**config.mk**
```make
export PLATFORM = sky130hd
export DESIGN_NAME = mux_n_reg_arbitrado
export DESIGN_NICKNAME = d
export VERILOG_FILES = /design/src/rtl/mux_n_reg_arbitrado.sv
export SDC_FILE = /design/constraint.sdc
export NUM_CORES = 1
export LEC_CHECK = 0
export ABC_CLOCK_PERIOD_IN_PS = 2600
export CAP_MARGIN = 20
export CORE_ASPECT_RATIO = 0.9
export CORE_MARGIN = 8
export CORE_UTILIZATION = 30
export DETAILED_ROUTE_END_ITERATION = 10
export PLACE_DENSITY_LB_ADDON = 0.12
export SKIP_CTS_REPAIR_TIMING = 1
export SYNTH_ARGS = -nofsm -noshare
export SYNTH_HDL_FRONTEND = slang
export SYNTH_SLANG_ARGS = --single-unit
export TNS_END_PERCENT = 30
```
**constraint.sdc**
```tcl
create_clock -name clk -period 2.6 [get_ports clk]
set_input_delay 0.26 -clock clk [delete_from_list [all_inputs] [get_ports clk]]
set_output_delay 0.26 -clock clk [all_outputs]
set_load 0.01 [all_outputs]
```
**src/rtl/mux_n_reg_arbitrado.sv**
```systemverilog
// mux_n_reg_arbitrado: N-channel valid/ready multiplexer with a single-entry output register.
// Channels are picked either directly by Sel or round-robin among valid channels.
`default_nettype none

module mux_n_reg_arbitrado #(
  parameter int WIDTH = 16,
  parameter int N     = 3,
  localparam int SEL_W = (N > 1) ? $clog2(N) : 1
) (
  input  logic               clk,
  input  logic               rst_n,
  input  logic [N*WIDTH-1:0] Datos,
  input  logic [N-1:0]       Validos,
  output logic [N-1:0]       Listos,
  input  logic [SEL_W-1:0]   Sel,
  input  logic               Modo,
  output logic [WIDTH-1:0]   Salida,
  output logic               Salida_valida,
  output logic [SEL_W-1:0]   Canal,
  input  logic               Acepta,
  output logic               Error
);

  logic [WIDTH-1:0] salida_q, salida_d;
  logic [SEL_W-1:0] canal_q, canal_d;
  logic [SEL_W-1:0] puntero_q, puntero_d;
  logic             valida_q, valida_d;
  logic             error_q, error_d;

  logic             carga;
  logic             hit;
  logic [SEL_W-1:0] gidx;
  logic             sel_ok;

  always_comb begin
    carga  = !valida_q || Acepta;
    sel_ok = (int'(Sel) < N);
    hit    = 1'b0;
    gidx   = '0;
    if (carga) begin
      if (!Modo) begin
        for (int k = 0; k < N; k++) begin
          if (Sel == SEL_W'(k) && Validos[k]) begin
            hit  = 1'b1;
            gidx = SEL_W'(k);
          end
        end
      end else begin
        // Scan backwards so the last match is the nearest channel after puntero.
        for (int i = N; i >= 1; i--) begin
          if (Validos[(int'(puntero_q) + i) % N]) begin
            hit  = 1'b1;
            gidx = SEL_W'((int'(puntero_q) + i) % N);
          end
        end
      end
    end
  end

  always_comb begin
    Listos = '0;
    if (hit && rst_n) Listos[gidx] = 1'b1;
  end

  always_comb begin
    salida_d  = salida_q;
    canal_d   = canal_q;
    puntero_d = puntero_q;
    valida_d  = valida_q;
    error_d   = carga && !Modo && !sel_ok;
    if (hit) begin
      salida_d  = Datos[int'(gidx)*WIDTH +: WIDTH];
      canal_d   = gidx;
      puntero_d = gidx;
      valida_d  = 1'b1;
    end else if (Acepta) begin
      valida_d  = 1'b0;
    end
  end

  always_ff @(posedge clk or negedge rst_n) begin
    if (!rst_n) begin
      salida_q  <= '0;
      canal_q   <= '0;
      puntero_q <= SEL_W'(N - 1);
      valida_q  <= 1'b0;
      error_q   <= 1'b0;
    end else begin
      salida_q  <= salida_d;
      canal_q   <= canal_d;
      puntero_q <= puntero_d;
      valida_q  <= valida_d;
      error_q   <= error_d;
    end
  end

  assign Salida        = salida_q;
  assign Canal         = canal_q;
  assign Salida_valida = valida_q;
  assign Error         = error_q;

endmodule

`default_nettype wire

```
== Word level (Yosys, flattened, before mapping) ==
Cells that the tools add are included.
Word-level totals
  input bits: 57
  output and inout port bits: 23
  register bits: 22
Cells by class
  equality and inequality tests: 2
  reductions and logical operators: 13
  div/mod/pow operators: 3
  $lt $le $gt $ge: 6
  $add $sub $neg: 3
  shifts and indexed selects: 1
  muxes and demuxes: 29
Operators with widths (number)
  $lt 32x4->1 const B: 3
  $mod 32x3->32 const B: 3
  $shiftx 48x7->16: 1
  $mux 1: 18
  $mux 2: 6
  $logic_and 1x1->1: 7
  $add 2x2->3 const B: 2
  $bmux 1 s2: 3
  $add 2x1->3 const B: 1
  $logic_not 1->1: 3
  $lt 2x3->1 const B: 1
  $mux 3: 1
  $demux 1 s2: 1
  $eq 2x1->1 const B: 1
  $eq 2x2->1 const B: 1
  $ge 2x1->1 const B: 1
  $logic_not 2->1: 1
  $lt 2x2->1 const B: 1
  $reduce_bool 2->1: 1
  $logic_or 1x1->1: 1

== Longest topological paths before layout ==
  word-level depth: 15
  gate-level depth with buffers: 9

== Worst setup path after synthesis ==
OpenSTA, ideal clock, no wires.
  path kind: register to output
  start: register puntero_q[1]
  end: output port Listos[0]
  buffers on the path: 1
  data arrival time: 2270 ps
  setup slack: 70 ps
  cell stages (with the launch flop): 7
  required time: 2340 ps
  path through: dfstp_2 -> ha_1 -> or4_1 -> a31oi_1 -> nor3b_2 -> buf_2 -> nor4b_1
Between the ends
  longest elaborated chain between the ends: 15
RTL lines
  start: declaration: line 26  | logic [SEL_W-1:0] puntero_q, puntero_d;
  start signal: assignment: line 85  | puntero_q <= SEL_W'(N - 1);
  start signal: assignment: line 91  | puntero_q <= puntero_d;
  $add 2x2->3: line 51, 53
  $mod 32x3->32: line 51, 53
  $bmux 1 s2: line 51  | if (Validos[(int'(puntero_q) + i) % N]) begin
  $mux 1 (not written as such) (2 in a row): line 51
  $mux 2 (3 in a row): line 51
  $mux 2: line 41  | if (!Modo) begin
  $mux 2: line 40  | if (carga) begin
  $lt 2x3->1 (not written as such) or $ge 2x1->1 (tied branches): line 62  | if (hit && rst_n) Listos[gidx] = 1'b1;
  $logic_and 1x1->1 (not written as such): line 62
  $mux 1 (not written as such): line 62
  $demux 1 s2: line 62
  $mux 3 (*): line 62
  end: declaration: line 14  | output logic [N-1:0] Listos,
Every way passes the cells marked *; elsewhere a longest branch is shown, timed or not. The select of a mux whose other input is x is not followed.

== Worst setup path in the final report ==
  start: register puntero_q[1]
  end: output port Listos[1]
Same word-level chain as after synthesis.

==> impl_metrics.toml <==
[floorplan]
coreArea_um2 = 4461
die_area_um2 = 7091
start_util_pct = 31.28
rows = 23
fp.dieH_um = 80.70
fp.dieW_um = 87.88
ios = 80

[final_layout]
diodes = 0
nNetsFinal = 303
final_area_um2 = 2577
area_growth_pct = 84.75
final_util_pct = 57.78
drive_above_1_share_pct = 24.48

[drt]
drc = 0
via_count = 1547
route.antenna.remaining_nets = 0
wirelength_mm = 5.010
drt-wirelength-per-cell_um = 16.53
dr.pass1.iters = 4
via_per_inst = 5.106
first_iter_violations = 25

[timing]
period_minus_slack_ns = 2.544
finalSetupTns_ns = 0
finalClockSkew_ns = 0.003237
fmax_ghz = 0.3931
relSlewSlack_pct = 75.98
tightest_slew_ns = 0.3591
fin_hold_ws_ns = 0.3552
slew_viol_final = 0
setup_viol = 0
rsz0062_at_grt = "yes"
hold_violations = 0
period_share_pct = 97.83
fin_ws_ns = 0.05634

[critical_path]
crit_slowest_cell = "dfstp_2"
worstPathRequired_ns = 2.34
cp_cell_sequence = "ha_4 > buf_6 > nand3b_1 > o211ai_2 > buf_4 > o41ai_4 > and3_1 > buf_2"
critPathCaptureType = "output port"
cp_slowest_stage_delay_ns = 0.57
cp_max_fo = 6
crit_family = "flip-flops"
critPathBufInv = 3
arrival_ns = 2.28
crit_path_start_kind = "register"
path_class = "reg2out"

[yosys]
yosys_warnings = 0
ys_seq_elements = 21
syn_inst = 134
syn_area_per_cell_um2 = 10.41
synth_top_area_cell = "dfrtp_1"
seq_area_frac_synth_pct = 37.76
synth_fp_nets = 195
syn-cell-area_um2 = 1395
synth_edf_count = 0
synth_top_area_share_pct = 35.87
ys_types = 35
ys.flop_type = "dfrtp_1"
async_flop_share_pct = 100.0
yosysMostFrequentCell = "dfrtp_1"
synth_commonest_cells = "20 x dfrtp_1, 17 x nor3b_1, 16 x a221o_1, 16 x o22a_1, 6 x inv_1"
ys_top_cells_by_area = "dfrtp_1 36%, a221o_1 11%, o22a_1 10%"

[placement]
io_buffers = 79
dp_slack_ns = -0.1910
place_area_um2 = 2451
dp_hpwl_mm = 3.993
gp_congestion = 0.9359

[job]
max_cap_viol_count = 0

[clock_tree]
htreeDepth = 1
cts_buffers = 3
cts_tree = "done"
clkTransAtPathRegs_ns = 0.07
cts.path.max_buffers = 2
cts_root_buf = "clkbuf_8"
clock_latency_ns = 0.25
cts_sinks = 21

[worst_hold_path]
min_path_type = "in2async"

[run_status]
status = "finished clean"

[global_route]
antenna_found_initial = 0
grt_max_degree = 35
grt_overflow = 0
grt_pass1_wl_mm = 7.734
grt_pass1_vias = 1632
grt_use_total_pct = 13.56

[pwr]
pwr_density_cell_nw_per_um2 = 936.9
max-vdd-ir-drop_uv = 526.5
p_leak_nw = 1.071
==> path summary, 6_finish.rpt <==
| path | from | endpoint | slack [ns] | cells past startpoint |
|---|---|---|---|---|
| setup / recovery | puntero_q[1] | Listos[1] | 0.06 | 8 |
| hold / removal | rst_n | Salida[8] | 0.36 | 2 |
| setup reg to reg | puntero_q[1] | Salida[13] | 0.12 | 10 |
| hold reg to reg | Canal[1] | Canal[1] | 0.49 | 1 |
| max in group asynchronous | rst_n | Salida[13] | 2.03 | 2 |
| min in group clk | Canal[1] | Canal[1] | 0.49 | 1 |
==> through the flow <==
| stage | power [W] | std cells |
|---|---|---|
| 6_report | 0.002415 | 303 |
| 5_1_grt | 0.002583 | 303 |
| 4_1_cts | 0.002319 | 301 |
| 3_5_place_dp | 0.002098 | 297 |
| 3_3_place_gp | 0.002052 | 297 |
| 2_1_floorplan | 0.001340 | 134 |
==> worst register-to-register path: stages (launching register included) <==
cell and delay (ns):
dfstp_2 0.57, ha_4 0.21, buf_6 0.13, nand3b_1 0.10, o211ai_2 0.10, a211o_1 0.29
nor3b_4 0.17, buf_4 0.13, buf_6 0.18, a221o_1 0.33, o22a_1 0.16
==> cell usage in the layout (no fill, tap or decap), types with 2 or more instances in the layout <==
cell type	synthesis	final
clkdlybuf4s50_1	0	76
buf_4	2	32
dfrtp_1	20	20
nor3b_1	17	17
a221o_1	16	16
o22a_1	16	16
nand2_1	5	5
inv_1	6	4
inv_2	1	3
nand2b_1	3	3
o21ai_0	3	3
a21o_1	3	3
clkbuf_8	0	3
buf_2	5	3
nor2b_1	2	2
mux2i_1	3	2
nor2_1	3	2
nor3_1	2	2
a211o_1	2	2
ha_4	0	2
buf_6	1	2
==> logic make-up (layout without fill, tap and decap cells) <==
kind of cell               Yosys count  count (layout)  synth area share (%)
AOI/OAI and AO/OA                   49              49                 31.57
DFF                                 21              21                 37.76
muxes                                3               3                 2.153
adders and majority gates            4               4                 3.588
buffers and inverters               17             124                 6.098
and+or+nand+nor                     40              40                 18.83
==> registers in the layout (all words and copies together) (netlist names) <==
name,count
Salida_valida,1
Error,1
puntero_q,1
Canal,2
Salida,16
==> final cells by class <==
cell class              count  area (um^2)
repair buffers            113         1039
flip-flops and latches     21        526.8
inverters                   7        26.28
fillers                   387         1883
multi-input cells          96        863.3
well taps                  62        77.57
clock buffers               4        45.04
==> where the power goes <==
part	internal [W]	switching (W)
combinational	0.000928	0.000703
clock	0.000109	0.0000985
sequential	0.000487	0.0000890
==> per-layer routing <==
metal	GRT usage [%]	part of all wire, %	wire (um)
met1	15.09	41	2070
met2	23.89	50	2485
met3	5.505	8.3	416
met4	2.230	0.76	38
met5	0	0	0
Note: power is estimated with default switching activity, not from simulation.
==> variant 1 (same settings) <==
Remove the register `error_q`: a continuous assignment takes its place, so the output `Error` follows one clock earlier.
--- a/src/rtl/mux_n_reg_arbitrado.sv
+++ b/src/rtl/mux_n_reg_arbitrado.sv
@@ -84,15 +84,15 @@
       canal_q   <= '0;
       puntero_q <= SEL_W'(N - 1);
       valida_q  <= 1'b0;
-      error_q   <= 1'b0;
     end else begin
       salida_q  <= salida_d;
       canal_q   <= canal_d;
       puntero_q <= puntero_d;
       valida_q  <= valida_d;
-      error_q   <= error_d;
     end
   end
+
+  assign error_q = error_d;
 
   assign Salida        = salida_q;
   assign Canal         = canal_q;
Formal check against the unedited RTL: not equivalent (Yosys sat finds a counterexample within 4 cycles, from zero or initial values and one cycle with rst_n low).
==> variant 1 against the original RTL <==
- the run now ends with setup timing left
- die area down 1.5%
- cell area hardly changed
- total power up 3.9%
- critical path depth rose by 2
- wire length rose by 7.7%
- synthesized cell count fell by 0.75%
- setup slack worse by 140 ps
- count of clock-buffer cells in the layout unchanged
- clock skew decreased by 0.79 ps
- sequential cell count shrank 1
- core utilization increased by 0.35 points
- synthesized area shrank 1.8%
- non-clock buffer count is 4 lower
- critical endpoint is now Listos[2]
- highest routed layer unchanged
==> variant 1: results <==
group,metric,value,unit
synth,synth-seq-cells,20,
global_routing,met3_usage,5.71,%
cells_and_area,final_cells,298,
sta,fin_skew,2.45,ps
sta,whs,238,ps
sta,worst_slack,-83.3,ps
detailed_routing,wl_met2,2.61,mm
detailed_routing,drtIter0Drc,48,
cells_and_area,multi_input_area_share,33.7,%
cells_and_area,clock_area_share,2.14,%
power_and_ir_drop,vdd_drop_max,0.501,mV
synth,synth_area_leaders,"dfrtp_1, a221o_1, o22a_1, nor3b_1, ha_1",
synth,synthMuxAreaShare,2.19,%
cells_and_area,buffers,109,
power_and_ir_drop,p_leak,1.06,nW
synth,seq_area_frac_synth,36.6,%
global_routing,use_met2,24.8,%
sta,finalSetupViolations,3,
global_routing,grtUsageTotal,14.8,%
global_routing,grt_util_met1,18.2,%
critical_path,r2r_slack,10,ps
detailed_routing,vias,1559,
synth,synth_commonest_cells,"dfrtp_1, nor3b_1, a221o_1, o22a_1, inv_1",
place,placed_area,0.00236,mm²
status,violations,"setup timing",
cells_and_area,regArea,502,µm²
cells_and_area,nets,298,
global_routing,grt_pass1_wl,8.27,mm
status,outcome,"finished with violations",
synth,syn_area_per_cell,10.3,µm²
cells_and_area,layout-drive-gt1-share,24.6,%
critical_path,critical_path_arrival,2420,ps
synth,synth_nets,194,
global_routing,grt_start_max_net_pins,34,
==> variant 1: final timing paths <==
kind,start,end
max in group asynchronous,rst_n,puntero_q[1]$_DFFE_PN1P_
setup reg to reg,puntero_q[1]$_DFFE_PN1P_,Salida[9]$_DFFE_PN0P_
min in group clk,Canal[1]$_DFFE_PN0P_,Canal[1]$_DFFE_PN0P_
hold / removal,rst_n,Salida[5]$_DFFE_PN0P_
hold reg to reg,Canal[1]$_DFFE_PN0P_,Canal[1]$_DFFE_PN0P_
setup / recovery,puntero_q[1]$_DFFE_PN1P_,Listos[2]
==> variant 1: where the power goes <==
| group | switching, W | leakage, nW | internal (W) | total, W |
|---|---|---|---|---|
| clock network | 0.000106 | 0.0288 | 0.000135 | 0.000241 |
| logic | 0.000742 | 0.808 | 0.000964 | 0.00171 |
| registers | 0.0000911 | 0.224 | 0.000471 | 0.000562 |
| total | 0.000939 | 1.06 | 0.00157 | 0.00251 |
==> variant 2 (config.mk and constraints unchanged) <==
Without the edit above. Change the parameter `N` from 3 to 5.
--- a/src/rtl/mux_n_reg_arbitrado.sv
+++ b/src/rtl/mux_n_reg_arbitrado.sv
@@ -4,7 +4,7 @@
 
 module mux_n_reg_arbitrado #(
   parameter int WIDTH = 16,
-  parameter int N     = 3,
+  parameter int N     = 5,
   localparam int SEL_W = (N > 1) ? $clog2(N) : 1
 ) (
   input  logic               clk,
Ports: changed (5 resized); port bits go from 80 to 118. No check against the original RTL was run, so the function may have changed too.
==> variant 2 against the original RTL <==
- the run now ends with setup timing left
- hold slack improved by 140 ps
- final cell count increased to 2.7 times the old value
- first-iteration DRC count grew to 5.9 times the old value
- critical endpoint is now Listos[3]
- synthesized area grew 140%
- sequential cell count increased by 1
- critical path depth increased by 12
- wire length grew to 2.8 times the old value
- core utilization rose by 0.34 points
- setup slack got worse by 1900 ps
- non-clock buffer count rose by 159
- cell area increased to 2.5 times the old value
Power is left out: the tool's default activity adds up to more than one toggle a clock period on the data nets, which glitch-free logic cannot reach.
==> variant 2: results <==
group,metric,value,unit
cells_and_area,nets,771,
hold_path,hold_path_class,"in -> async",
critical_path,cp_top_family,"compound AO/OA/AOI/OAI gates",
synth,seq_area_frac_synth,16.2,%
cells_and_area,nClkBuffers,3,
sta,finalSetupViolations,26,
sta,whs,495,ps
synth,synth_cells,405,
cells_and_area,nonClkBufAreaFrac,36.6,%
synth,synth_commonest_cells,"mux2i_1, ha_1, nand2_1, inv_1, dfrtp_1",
cells_and_area,multi_input_area,0.00318,mm²
cells_and_area,fill_cells,1010,
sta,fin_tns_setup,-45310,ps
cells_and_area,nFlopsAndLatches,22,
critical_path,cpMaxStageDelayCell,"fa_2",
status,violations,"setup timing",
place,dp_slack,-2080,ps
status,outcome,"finished with violations",
global_routing,grt_pass1_wl,20.8,mm
synth,synth-xor-area-share,2.53,%
cells_and_area,buffers,272,
detailed_routing,drtIter0Drc,148,
cells_and_area,inv_count,24,
cells_and_area,largest_reg_flops,16,
place,placed_area,0.00594,mm²
cells_and_area,fin_area,0.00654,mm²
place,gp_congestion,0.855,
synth,synth_area_leaders,"dfrtp_1, mux2i_1, ha_1, o221ai_2, a22oi_1",
sta,fin_skew,10.8,ps
cells_and_area,final_cells,805,
cells_and_area,clock_area_share,1.61,%
place,dp.cells,777,
critical_path,critical_path_arrival,4190,ps
sta,max_slew_margin,50.8,%
global_routing,grt_start_max_net_pins,28,
critical_path,crit_path_end,"Listos[3]",
cells_and_area,layout-drive-gt1-share,42.8,%
critical_path,rr_endpoint,"Salida[6]$_DFFE_PN0P_",
synth,synthMuxAreaShare,15.0,%
sta,worst_slack,-1850,ps
synth,synth_nets,526,
cells_and_area,regArea,554,µm²
critical_path,cpPeakStageDelay,510,ps
floorplan,die_w,128,µm
clock_tree,cts-root-buf,"clkbuf_16",
critical_path,reg2reg_from,"Canal[1]$_DFFE_PN0P_",
synth,ys.flop_type,"dfrtp_1",
critical_path,rr_worst_depth,18,
detailed_routing,vias,4077,
synth,synth_compound_area_share,31.8,%
global_routing,grtUsageTotal,17.0,%
## variant 2: routing by layer
| metal | GRT usage, % | vias up | routed length [µm] |
|---|---|---|---|
| li1 | - | 2036 | - |
| met1 | 21.4 | 1958 | 6070 |
| met2 | 30.8 | 73 | 7130 |
| met3 | 1.99 | 10 | 423 |
| met4 | 3.01 | 0 | 168 |
| met5 | 0 | - | 0 |
## variant 2: logic make-up after synthesis
logic type,after synthesis
buf+inv,56
xor+xnor,9
flops,22
mux,49
fa+ha+maj,29
compound gates,135
simple gates,105
## variant 2: worst reg2reg max path, cell delays in order, from the launching register on
cell and delay (ps):
dfrtp_2 420, buf_4 140, ha_2 180, xor2_2 190, buf_4 150, ha_4 150, buf_4 130, or4b_4 490
o211ai_1 190, o221ai_4 150, or4_4 450, nand3_4 110, nor3b_1 60, o311a_1 410, o21ai_4 230, buf_6 130
or3b_4 390, buf_8 160, o221ai_1 180
